### src/rtl/registro_teclas_fifo.sv
// registro_teclas_fifo
// Scan-code capture register with a make/break decoder and a small
// first-word-fall-through event FIFO.
//
// Handshake: Tecla_valid is a one-cycle strobe with no backpressure; a
// qualifying make code is always registered in Salida_Guardar, and it is
// pushed into the FIFO unless the FIFO is full with no same-cycle pop, in
// which case it is dropped and overflow sets. rd_en pops the head only when
// fifo_empty=0; fifo_dout is valid whenever fifo_empty=0.
module registro_teclas_fifo #(
    parameter int                 DATA_W     = 8,
    parameter int                 DEPTH      = 4,
    parameter int                 MODE       = 0,
    parameter logic [DATA_W-1:0]  MATCH0     = 8'h70,
    parameter logic [DATA_W-1:0]  MATCH1     = 8'h69,
    parameter logic [DATA_W-1:0]  BREAK_CODE = 8'hF0,
    parameter logic [DATA_W-1:0]  IDLE_VAL   = {DATA_W{1'b1}},
    localparam int                AW         = $clog2(DEPTH),
    localparam int                CW         = $clog2(DEPTH) + 1
) (
    input  logic              clk,
    input  logic              reset,
    input  logic [DATA_W-1:0] Tecla,
    input  logic              Tecla_valid,
    input  logic              clear,
    input  logic              rd_en,
    output logic [DATA_W-1:0] Salida_Guardar,
    output logic [DATA_W-1:0] fifo_dout,
    output logic              fifo_empty,
    output logic              fifo_full,
    output logic [CW-1:0]     count,
    output logic              overflow,
    output logic              fsm_state_dbg
);

    typedef enum logic {
        ST_IDLE  = 1'b0,
        ST_BREAK = 1'b1
    } state_t;

    state_t            state_q, state_d;
    logic              qualify;

    logic [DATA_W-1:0] sg_q, sg_d;
    logic [AW-1:0]     wr_ptr_q, wr_ptr_d;
    logic [AW-1:0]     rd_ptr_q, rd_ptr_d;
    logic [CW-1:0]     count_q, count_d;
    logic              overflow_q, overflow_d;
    logic [DATA_W-1:0] mem_q [DEPTH];

    logic              do_pop;
    logic              do_push;

    // FSM state register
    always_ff @(posedge clk or negedge reset) begin
        if (!reset) begin
            state_q <= ST_IDLE;
        end else begin
            state_q <= state_d;
        end
    end

    // FSM next state: moves only on a valid code; clear forces IDLE
    always_comb begin
        state_d = state_q;
        if (clear) begin
            state_d = ST_IDLE;
        end else if (Tecla_valid) begin
            case (state_q)
                ST_IDLE:  if (Tecla == BREAK_CODE) state_d = ST_BREAK;
                ST_BREAK: state_d = ST_IDLE;
                default:  state_d = ST_IDLE;
            endcase
        end
    end

    // FSM output: a make code seen in IDLE that matches the capture filter
    always_comb begin
        qualify = 1'b0;
        if (Tecla_valid && !clear && (state_q == ST_IDLE) && (Tecla != BREAK_CODE)) begin
            qualify = (MODE == 1) || (Tecla == MATCH0) || (Tecla == MATCH1);
        end
    end

    // FIFO and capture register next values; a pop frees the slot a full push needs
    always_comb begin
        do_pop     = rd_en && !fifo_empty && !clear;
        do_push    = qualify && (!fifo_full || do_pop);
        sg_d       = sg_q;
        wr_ptr_d   = wr_ptr_q;
        rd_ptr_d   = rd_ptr_q;
        count_d    = count_q;
        overflow_d = overflow_q;
        if (clear) begin
            sg_d       = IDLE_VAL;
            wr_ptr_d   = '0;
            rd_ptr_d   = '0;
            count_d    = '0;
            overflow_d = 1'b0;
        end else begin
            if (qualify) begin
                sg_d = Tecla;
            end
            if (qualify && !do_push) begin
                overflow_d = 1'b1;
            end
            if (do_push) begin
                wr_ptr_d = wr_ptr_q + AW'(1);
            end
            if (do_pop) begin
                rd_ptr_d = rd_ptr_q + AW'(1);
            end
            case ({do_push, do_pop})
                2'b10:   count_d = count_q + CW'(1);
                2'b01:   count_d = count_q - CW'(1);
                default: count_d = count_q;
            endcase
        end
    end

    // Control state registers
    always_ff @(posedge clk or negedge reset) begin
        if (!reset) begin
            sg_q       <= IDLE_VAL;
            wr_ptr_q   <= '0;
            rd_ptr_q   <= '0;
            count_q    <= '0;
            overflow_q <= 1'b0;
        end else begin
            sg_q       <= sg_d;
            wr_ptr_q   <= wr_ptr_d;
            rd_ptr_q   <= rd_ptr_d;
            count_q    <= count_d;
            overflow_q <= overflow_d;
        end
    end

    // FIFO storage; contents are meaningless outside the count window so no reset
    always_ff @(posedge clk) begin
        if (do_push) begin
            mem_q[wr_ptr_q] <= Tecla;
        end
    end

    assign Salida_Guardar = sg_q;
    assign fifo_dout      = mem_q[rd_ptr_q];
    assign count          = count_q;
    assign fifo_empty     = (count_q == '0);
    assign fifo_full      = (count_q == CW'(DEPTH));
    assign overflow       = overflow_q;
    assign fsm_state_dbg  = state_q;

endmodule

### config.mk
export PLATFORM = sky130hd
export DESIGN_NAME = registro_teclas_fifo
export DESIGN_NICKNAME = d
export VERILOG_FILES = /design/src/rtl/registro_teclas_fifo.sv
export SDC_FILE = /design/constraint.sdc
export NUM_CORES = 1
export LEC_CHECK = 0
export CAP_MARGIN = 25
export CORE_ASPECT_RATIO = 1.2
export CORE_MARGIN = 1
export CORE_UTILIZATION = 50
export CTS_CLUSTER_DIAMETER = 40
export DETAILED_ROUTE_END_ITERATION = 6
export DONT_BUFFER_PORTS = 1
export PLACE_DENSITY = 0.73
export SLEW_MARGIN = 30
export SYNTH_ARGS = -nofsm -noshare
export SYNTH_HDL_FRONTEND = slang
export SYNTH_SLANG_ARGS = --single-unit
### constraint.sdc
create_clock -name clk -period 2.5 [get_ports clk]
set_clock_uncertainty 0.1 [all_clocks]
set_input_delay 0.375 -clock clk [delete_from_list [all_inputs] [get_ports clk]]
set_output_delay 0.375 -clock clk [all_outputs]
set_load 0.01 [all_outputs]
# Yosys cells after proc, flatten, opt, wreduce, memory -nomap -nowiden
# Memories as Yosys holds them, arrays and structs flattened.
# Index checks and enable logic that the tools add are counted.
# classes
n_reduce_logical	20
eq_ne	7
n_mux	17
n_addsub	4
bitwise_logic	1
# op_table
cell	n
equality test 8 x 7 -> 1 bit, second input constant	2
2-to-1 mux 8 bit	2
nonzero test 2 bit	5
equality test 8 bit, second input constant	1
2-to-1 mux 1 bit	8
2-to-1 mux 2 bit	4
inequality test 8 bit, second input constant	1
logical AND 1 bit	7
case mux 3 bit (2 select lines)	1
adder 2 x 1 -> 2 bit, second input constant	2
zero test 1 bit	4
adder 3 x 1 -> 3 bit, second input constant	1
equality test 3 bit, second input constant	1
zero test 3 bit	1
2-to-1 mux 3 bit	1
nonzero test 3 bit	1
subtractor 3 x 1 -> 3 bit, second input constant	1
equality test 2 x 1 -> 1 bit, second input constant	1
equality test 2 bit, second input constant	1
logical OR 1 bit	2
case mux 1 bit (2 select lines)	1
inverter 1 bit	1
# word_totals
mem_bits_rw	32
memories	1
ff_bits	17
wordCells	56
in_bits	13
# mem_list
name	words	word_bits	read_ports	rd_clocked_by_memory_dff	wr	line	source
mem_q	4	8	1	0	1	49	logic [DATA_W-1:0] mem_q [DEPTH];

# Depth between registers and ports, before layout
# Gate-level depths: netlist (run 1).
# depth
depth_word	10
depth_mapped	10

# Least setup slack after synthesis (run 1)
# Ideal clock, no wire load.
# synth_path
kind	in2reg
start	input Tecla[2]
end	register count_q[2], in the netlist count[2]
arrival_time_ns	2.294
setup_ns	0.135
t_required_ns	2.265
setup_slack_ns	-0.029
stages	10
cell_sequence	or4_4 -> a211oi_4 -> buf_2 -> nor2_1 -> nand2_1 -> fa_1 -> nor2_1 -> or2_2 -> a211oi_1 -> nor3_1
# synth_between
elab_chain_cells	7
elab_cells_between_ends	12
cone_classes	eq/ne: 5; mux: 3; reduce/logical: 4
# synth_rtl
item	line	source
start: declaration	23	input logic [DATA_W-1:0] Tecla,
equality test 8 x 7 -> 1 bit / inequality test 8 bit (equally long branches)	81, 80	
logical OR 1 bit / logical AND 1 bit (equally long branches)	81, 80	
2-to-1 mux 1 bit *	80	if (Tecla_valid && !clear && (state_q == ST_IDLE) && (Tecla != BREAK_CODE)) begin
logical AND 1 bit *	88	do_push = qualify && (!fifo_full || do_pop);
equality test 2 x 1 -> 1 bit / equality test 2 bit (equally long branches)	113	case ({do_push, do_pop})
case mux 3 bit (2 select lines)	113	
2-to-1 mux 3 bit	94	if (clear) begin
end signal: assignment	133	count_q <= count_d;
end: declaration	47	logic [CW-1:0] count_q, count_d;
# Every way passes the cells marked *; elsewhere a longest branch is shown, timed or not.
# A chain may end at the register's enable or synchronous reset.

# Worst setup path in the final report (run 1)
# layout_path
start	register state_q, in the netlist fsm_state_dbg
end	register count_q[2], in the netlist count[2]
# layout_between
elab_chain_cells	8
elab_cells_between_ends	10
cone_classes	eq/ne: 2; mux: 3; bitwise: 1; reduce/logical: 4
# layout_rtl
item	line	source
start: declaration	41	state_t state_q, state_d;
start signal: assignment	59	state_q <= state_d;
inverter 1 bit *	n/a	
logical AND 1 bit * (2 in a row)	80	
2-to-1 mux 1 bit *	80	
logical AND 1 bit *	88	
equality test 2 x 1 -> 1 bit / equality test 2 bit (equally long branches)	113	
case mux 3 bit (2 select lines)	113	
2-to-1 mux 3 bit	94	
# Marked as above.

==> results.cfg, run 1 <==
[drt]
routed_wl_um = 3540
drt_iter0_markers = 56
wire_per_inst_um = 18.1
ant_nets = 0
vias = 1128
vias_per_cell = 5.76
drc = 0
first_pass_iters = 4

[final_layout]
syn_to_final_growth_pct = 7.31
layout-drive-gt1-share_pct = 21.8
ff_latch_area_um2 = 1400
layout_commonest_cell = edfxtp_1
nets = 159
multiInputGateArea_um2 = 672
fill_cells = 328
diodes = 0
utilization_pct = 56.9
instances_no_fill = 196
mostFrequentLayoutCells = 32 x edfxtp_1, 13 x nor2_1, 9 x dfrtp_1

[pwr]
power_density_nw_per_um2 = 604
vdd_drop_max_mv = 0.395
p_leak_nw = 0.767

[synth]
synth_cell_type_count = 37
syn-num-nets = 157
syn-cell-area_um2 = 2100
syn_avg_cell_area_um2 = 15.1
yosysWarnings = 0
synth_seq_area_share_pct = 66.3
netlist_instances = 139
ys_seq_elements = 49

[critical_path]
startpoint_type = flip-flop
critPathMaxFanout = 4
cp.depth = 9
cp-end-kind = flip-flop
r2r_end = count[2]$_DFFE_PN0P_
path_delay_family = simple AND/OR/NAND/NOR gates
startpoint = fsm_state_dbg$_DFFE_PN0P_
cp-endpoint = count[2]$_DFFE_PN0P_
cp.arrival_ns = 2.42
crit_required_ns = 2.59
crit_path_top_delay_cell = or4_4
path_common_cell = nor2_1
ff2ff_path_depth = 9
crit_type = flip-flop to flip-flop
r2r_slack_ns = 0.17
path_cells = or4_4 -> a211oi_4 -> nor2_1 -> nand2_1 -> fa_2 -> nor2_1 -> or2_2 -> a211oi_2 -> nor3_1
r2r_start = fsm_state_dbg$_DFFE_PN0P_
cp_num_buf_inv = 0
crit_path_max_incr_delay_ns = 0.47

[floorplanning]
dieArea_um2 = 4470
die_h_um = 73.1
initial_utilization_pct = 53.0
rows = 25
dieWidth_um = 61.2
design.core.area_um2 = 3970
io_pins = 36

[placement]
place_hpwl_um = 2510
place.gp.congestion = 0.711
dp.cells = 187
numPortBuffers = 0
dp_slack_ns = 0.0788

[clock_network]
post_cts.repair.setup_buffers = 0
cts.sinks = 49
h-tree-depth = 2
clock_path_buffers = 2
cts_tree = built
clk_pin_slew_worst_paths_ns = 0.09
clock_latency_ns = 0.30
cts_root_buf = clkbuf_8
cts_buffers = 5

[grt]
gr-total-overflow = 0
antenna_found_initial = 0
grt_max_degree = 23
grt_pass1_wl_um = 5790
grt_pass1_vias = 1173
gr-usage-all-layers_pct = 18.7

[sta]
slew_viol_final = 0
maxSlewHeadroom_pct = 48.4
rsz0062_at_grt = false
worstMarginPinSlew_ns = 0.772
fin_tns_setup_ns = 0
finalSetupViolCount = 0
max_freq_mhz = 430
final_hold_viol_count = 0
hold_slack_ns = 0.0282
layout_setup_ws_ns = 0.172
period_minus_slack_ns = 2.33
fin_crit_sh_pct = 93.1

[hold_path]
hold_path.class = input pin to flip-flop
hp-start = clear

[run]
drv_cap = 0

[run_status]
outcome = finished, final reports clean
[where the power goes]
part	total (mW)	leakage, nW	internal (mW)	switching (mW)
Combinational	0.0342	0.225	0.0158	0.0183
Sequential	0.873	0.497	0.867	0.00590
Clock	0.458	0.0445	0.199	0.260
Total	1.37	0.767	1.08	0.284
[cell type report]
class | count | area share, %
multi-input combinational | 79 | 29.8
clock buffer | 5 | 3.05
inverter | 4 | 0.665
tap | 54 | 2.99
clock inverter | 3 | 0.942
timing repair buffer | 2 | 0.776
sequential | 49 | 61.8
[Yosys cell counts]
cell	n	area, um2
o31a_1	1	8.76
and3_1	5	31.3
ha_1	4	50.1
a31oi_1	1	6.26
xnor2_1	1	8.76
a211o_1	3	26.3
nand2_1	5	18.8
nor3_1	3	15.0
nor4bb_1	1	10.0
dfstp_2	8	210
dfrtp_1	9	225
clkbuf_1	4	15.0
a21o_1	3	22.5
nand3_1	5	25.0
inv_1	4	15.0
edfxtp_1	32	961
or2_2	1	6.26
buf_1	1	3.75
o21bai_1	2	15.0
o21ai_1	3	15.0
a211oi_1	1	7.51
or4_4	1	11.3
nand4b_1	1	8.76
and2_1	1	6.26
buf_2	2	10.0
nand2b_1	2	12.5
nor2_1	13	48.8
mux4_2	8	180
mux2i_1	1	10.0
or3b_2	1	8.76
nand3b_1	1	7.51
or3_1	2	12.5
a21oi_1	4	20.0
fa_1	1	20.0
mux2_1	2	22.5
a211oi_4	1	20.0
xor2_1	1	8.76
[cells by family (layout without fill, tap and decap cells)]
family                   count (synthesis)  count (layout)  share of synthesized area [%]
flip-flops                              49              49                           66.3
buffers and inverters                   11              14                           2.08
AND/OR/NAND/NOR                         42              42                           10.6
XOR/XNOR                                 2               2                          0.832
multiplexers                            11              11                           10.1
adder cells (fa/ha/maj)                  5               5                           3.33
AO/OA/AOI/OAI                           19              19                           6.72
[layer usage]
layer  track usage, %  vias up  wire [um]
met5                0        -          0
met4             8.33        0         80
met1             22.1      552       1360
li1                 -      522          -
met3             8.16        9        306
met2             29.3       45       1800
[flip-flops by register name, indices dropped and copies added (netlist names)]
signal          count
rd_ptr_q            2
mem_q              32
count               3
wr_ptr_q            2
Salida_Guardar      8
overflow            1
fsm_state_dbg       1
[timing repair]
action                     in CTS  in global routing
hold endpoints to repair       17                  0
gates resized for setup         0                  2
hold buffers                    1                  0
setup endpoints to repair       0                  1
[how the worst min path moves through the flow]
stage,depth (start not counted),endpoint
after floorplan,0,count[0]$_DFFE_PN0P_
after global placement,0,count[0]$_DFFE_PN0P_
after detailed placement,0,count[1]$_DFFE_PN0P_
after CTS,1,wr_ptr_q[0]$_DFFE_PN0P_
after global routing,1,wr_ptr_q[1]$_DFFE_PN0P_
final,1,wr_ptr_q[1]$_DFFE_PN0P_
[metrics by stage]
step,total power [mW],instance area (um2)
after floorplan,0.918,2110
after global placement,0.917,2150
after detailed placement,0.918,2150
after CTS,1.38,2250
after global routing,1.41,2260
final,1.37,2260
Power figures use the tool's default switching activity.
==> inputs of run 2 (changes only) <==
--- a/config.mk
+++ b/config.mk
@@ -13,6 +13,7 @@
 export DETAILED_ROUTE_END_ITERATION = 6
 export DONT_BUFFER_PORTS = 1
 export PLACE_DENSITY = 0.73
+export SETUP_SLACK_MARGIN = 0.5
 export SLEW_MARGIN = 30
 export SYNTH_ARGS = -nofsm -noshare
 export SYNTH_HDL_FRONTEND = slang
==> run 2 against run 1 <==
Non-clock buffer count is 1 higher. Via count is 0.71% higher. Sequential cell count stayed put. Largest cell class unchanged. Maximum frequency is 5.3% higher. Utilization is 2.1 points higher. Critical path type unchanged. Routed wire length is 4.2% higher. Highest routed layer unchanged. Final area is 3.7% higher. Die area stayed put.
==> results.cfg, run 2 (synthesis gave the netlist of run 1 again) <==
[placement]
place.gp.congestion = 0.775
numPortBuffers = 0
place_hpwl_um = 2590
dp.cells = 187

[critical_path]
path_common_cell = nand2_1
path_cells = or4_4 -> a211oi_4 -> nor2_1 -> nand2_1 -> fa_2 -> buf_4 -> nand2_1 -> o21bai_1 -> a21oi_1 -> nor3_1
r2r_start = fsm_state_dbg$_DFFE_PN0P_
cp-end-kind = flip-flop
cp.arrival_ns = 2.33
crit_path_max_incr_delay_ns = 0.46
crit_path_top_delay_cell = or4_4
crit_type = flip-flop to flip-flop
ff2ff_path_depth = 10
r2r_end = count[2]$_DFFE_PN0P_
critPathMaxFanout = 3
crit_required_ns = 2.62
startpoint_type = flip-flop
r2r_slack_ns = 0.29

[grt]
antenna_found_initial = 0
grt_pass1_wl_um = 6020
grt_max_degree = 23
gr-usage-all-layers_pct = 19.2
gr-total-overflow = 0
grt_pass1_vias = 1191

[sta]
maxSlewHeadroom_pct = 49.6
fin_crit_sh_pct = 88.5
max_freq_mhz = 452
slew_viol_final = 0
fin_tns_setup_ns = 0
finalSetupViolCount = 0
final_hold_viol_count = 0
rsz0062_at_grt = true
period_minus_slack_ns = 2.21
worstMarginPinSlew_ns = 0.753

[final_layout]
layout_commonest_cell = edfxtp_1
layout-drive-gt1-share_pct = 26.6
instances_no_fill = 197
top_register = mem_q
syn_to_final_growth_pct = 11.2
fill_cells = 317
diodes = 0
mostFrequentLayoutCells = 32 x edfxtp_1, 13 x nor2_1, 8 x dfstp_2, 8 x mux4_2, 7 x dfrtp_1
nets = 160
largest_reg_flops = 32

[clock_network]
h-tree-depth = 2
clk_pin_slew_worst_paths_ns = 0.09
cts_tree = built
clock_path_buffers = 2
clock_latency_ns = 0.30
cts.sinks = 49
cts_buffers = 5
cts_root_buf = clkbuf_8

[hold_path]
holdPathEnd = rd_ptr_q[0]$_DFFE_PN0P_
hp-start = clear
hold_path_depth = 1
hold_path.class = input pin to flip-flop

[drt]
wire_per_inst_um = 18.8
ant_nets = 0
vias = 1136
drt_iter0_markers = 40
routed_wl_um = 3690
first_pass_iters = 4
drc = 0
vias_per_cell = 5.77

[floorplanning]
rows = 25
io_pins = 36
initial_utilization_pct = 53.0
dieArea_um2 = 4470
design.core.area_um2 = 3970
die_h_um = 73.1
dieWidth_um = 61.2

[pwr]
vdd_drop_max_mv = 0.479
p_leak_nw = 0.781
power_density_nw_per_um2 = 673
totalPowerFinal_mw = 1.57

[run]
drv_cap = 0

[run_status]
outcome = finished, final reports clean
-- run 2: changes by cell type in the layout (fill, tap and decap cells not counted), sizes merged --
cell	previous run	this run
clkinv	1	0
clkinvlp	1	0
buf	1	2
bufinv	0	2
-- run 2: timing repair --
item                                    4_1_cts  5_1_grt
endpoints found under the hold margin        17        0
buffers inserted                              1        0
pin swaps                                     5        0
resized for setup                             6        1
hold buffers                                  1        0
endpoints found under the setup margin       43       43
-- run 2: per-stage QoR --
stage | setup slack (ns) | hold slack (ns) | instance area [um2] | util, %
global placement | 0.255 | -0.0201 | 2170 | 54.5
global route | 0.164 | 0.0101 | 2340 | 58.9
detailed placement | 0.210 | -0.0202 | 2170 | 54.5
finish | 0.288 | 0.0280 | 2340 | 58.9
floorplan | 0.0814 | -0.0206 | 2130 | -
CTS | 0.292 | 0.0185 | 2340 | 58.9
-- run 2: worst max-delay path, delay by kind of cell (launching register included) --
family	cells	cell delay (ns)
fa+ha+maj	1	0.20
flops	1	0.45
compound gates	3	0.44
simple gates	5	0.82
buf+inv	1	0.11
-- run 2: report_power, final --
| group | switching, mW | internal (mW) |
|---|---|---|
| sequential | 0.00616 | 0.867 |
| combinational | 0.0189 | 0.0160 |
| clock | 0.264 | 0.403 |
-- run 2: layer usage --
layer	wire length [um]	global-route usage (%)	up-vias
met4	27	4.55	0
met1	1410	22.7	570
met3	306	7.45	2
met2	1950	32.4	39
li1	-	-	525
met5	0	0	-
-- run 2: cell type report --
type | count | area [um2] | area share (%)
sequential | 49 | 1400 | 59.9
timing repair buffer | 3 | 25.0 | 1.07
inverter | 4 | 15.0 | 0.641
clock inverter | 3 | 68.8 | 2.94
clock buffer | 5 | 68.8 | 2.94
multi-input combinational | 79 | 694 | 29.7
tap | 54 | 67.6 | 2.89
-- run 2: worst max-delay path by stage --
stage,start,endpoint,slack [ns],cells past startpoint
after CTS,fsm_state_dbg$_DFFE_PN0P_,count[2]$_DFFE_PN0P_,0.29,9
after floorplan,Tecla[1],count[2]$_DFFE_PN0P_,0.08,10
after detailed placement,Tecla[0],count[2]$_DFFE_PN0P_,0.21,9
after global routing,fsm_state_dbg$_DFFE_PN0P_,count[2]$_DFFE_PN0P_,0.16,10
final,fsm_state_dbg$_DFFE_PN0P_,count[2]$_DFFE_PN0P_,0.29,10
after global placement,Tecla[1],count[2]$_DFFE_PN0P_,0.25,9
==> inputs of run 3 (changes only) <==
--- a/config.mk
+++ b/config.mk
@@ -13,6 +13,7 @@
 export DETAILED_ROUTE_END_ITERATION = 6
 export DONT_BUFFER_PORTS = 1
 export PLACE_DENSITY = 0.73
+export RECOVER_POWER = 100
 export SETUP_SLACK_MARGIN = 0.5
 export SLEW_MARGIN = 30
 export SYNTH_ARGS = -nofsm -noshare
==> run 3 against run 2 <==
Cell count stayed put. Critical path depth is 6 lower. Sequential power hardly changed. Register-to-register slack worse by 0.08 ns. Final area is 1.3% lower. Via count is 0.79% higher. Global-route usage stayed put. Largest cell class unchanged. Highest routed layer unchanged.
==> results.cfg, run 3 (synthesis gave the netlist of run 1 again) <==
[run_status]
outcome = finished, final reports clean

[critical_path]
r2r_end = mem_q[3][3]$_DFFE_PP_
crit_path_top_delay_cell = or4_1
crit_required_ns = 2.35
startpoint_type = flip-flop
cp_num_buf_inv = 1
cp.arrival_ns = 2.14
path_delay_family = simple AND/OR/NAND/NOR gates
crit_type = flip-flop to flip-flop
crit_path_max_incr_delay_ns = 0.51
r2r_slack_ns = 0.21
critPathMaxFanout = 12
cp-end-kind = flip-flop
r2r_start = fsm_state_dbg$_DFFE_PN0P_
ff2ff_path_depth = 4
path_cells = or4_1 -> a211oi_4 -> buf_4 -> and3_1

[placement]
numPortBuffers = 0
place.gp.congestion = 0.775
place_hpwl_um = 2590
dp_slack_ns = 0.210

[sta]
finalSetupViolCount = 0
maxSlewHeadroom_pct = 48.2
max_freq_mhz = 437
layout_setup_ws_ns = 0.211
worstMarginPinSlew_ns = 0.774
fin_tns_setup_ns = 0
final_hold_viol_count = 0
rsz0062_at_grt = true
period_minus_slack_ns = 2.29
fin_crit_sh_pct = 91.5
slew_viol_final = 0

[pwr]
p_leak_nw = 0.778
vdd_drop_max_mv = 0.478
power_density_nw_per_um2 = 680

[clock_network]
cts_buffers = 5
cts_root_buf = clkbuf_8
cts_tree = built
cts.sinks = 49
clk_pin_slew_worst_paths_ns = 0.09
clock_latency_ns = 0.30
clock_path_buffers = 2
h-tree-depth = 2

[hold_path]
hold_path_depth = 1
holdPathEnd = wr_ptr_q[1]$_DFFE_PN0P_
hp-start = clear
hold_path.class = input pin to flip-flop

[grt]
grt_max_degree = 23
antenna_found_initial = 0
grt_pass1_vias = 1191
gr-usage-all-layers_pct = 19.2
grt_pass1_wl_um = 6020
gr-total-overflow = 0

[final_layout]
diodes = 0
nets = 160
utilization_pct = 58.1
layout-drive-gt1-share_pct = 15.4
syn_to_final_growth_pct = 9.75
mostFrequentLayoutCells = 32 x edfxtp_1, 13 x nor2_1, 9 x dfrtp_1
layout_commonest_cell = edfxtp_1
top_register = mem_q
largest_reg_flops = 32

[drt]
wire_per_inst_um = 18.7
drt_iter0_markers = 42
first_pass_iters = 4
vias_per_cell = 5.81
ant_nets = 0
routed_wl_um = 3690
vias = 1145
drc = 0

[floorplanning]
die_h_um = 73.1
io_pins = 36
design.core.area_um2 = 3970
dieArea_um2 = 4470
rows = 25
dieWidth_um = 61.2
initial_utilization_pct = 53.0

[run]
drv_cap = 0
run 3: per-stage QoR:
| stage | std cells | area [um2] | total power, mW | hold slack [ns] |
|---|---|---|---|---|
| CTS | 197 | 2340 | 1.59 | 0.0185 |
| detailed placement | 187 | 2170 | 0.919 | -0.0202 |
| floorplan | 139 | 2130 | 0.918 | -0.0206 |
| finish | 197 | 2310 | 1.57 | 0.0316 |
| global placement | 187 | 2170 | 0.918 | -0.0201 |
| global route | 197 | 2310 | 1.62 | 0.0102 |
run 3: how the worst max path moves through the flow:
stage	startpoint	end	slack [ns]	cells past startpoint
2_1_floorplan	Tecla[1]	count[2]$_DFFE_PN0P_	0.08	10
3_3_place_gp	Tecla[1]	count[2]$_DFFE_PN0P_	0.25	9
3_5_place_dp	Tecla[0]	count[2]$_DFFE_PN0P_	0.21	9
4_1_cts	fsm_state_dbg$_DFFE_PN0P_	count[2]$_DFFE_PN0P_	0.29	9
5_1_grt	fsm_state_dbg$_DFFE_PN0P_	count[2]$_DFFE_PN0P_	0.09	10
6_report	fsm_state_dbg$_DFFE_PN0P_	mem_q[3][3]$_DFFE_PP_	0.21	4
run 3: power by group:
| part | internal, mW | switching, mW |
|---|---|---|
| Sequential | 0.866 | 0.00616 |
| Clock | 0.402 | 0.262 |
| Combinational | 0.0154 | 0.0189 |
run 3: what timing repair did:
| action | 4_1_cts | 5_1_grt |
|---|---|---|
| gates resized for setup | 6 | 1 |
| pin swaps | 5 | 0 |
| cloned | 0 | 0 |
| endpoints found under the hold margin | 17 | 0 |
| buffers inserted | 1 | 0 |
| hold buffers | 1 | 0 |
| setup endpoints to repair | 43 | 43 |
run 3: layout make-up:
cell class | instances | area, um2
flip-flops and latches | 49 | 1400
multi-input cells | 79 | 668
repair buffers | 3 | 25.0
fillers | 325 | 1660
clock buffers | 5 | 68.8
clock inverters | 3 | 68.8
inverters | 4 | 15.0
well taps | 54 | 67.6
run 3: metal layers:
metal,global-route usage [%],share of wire [%]
met5,0,0
met4,4.55,0.73
met3,7.45,8.4
met2,32.4,53
met1,22.7,38
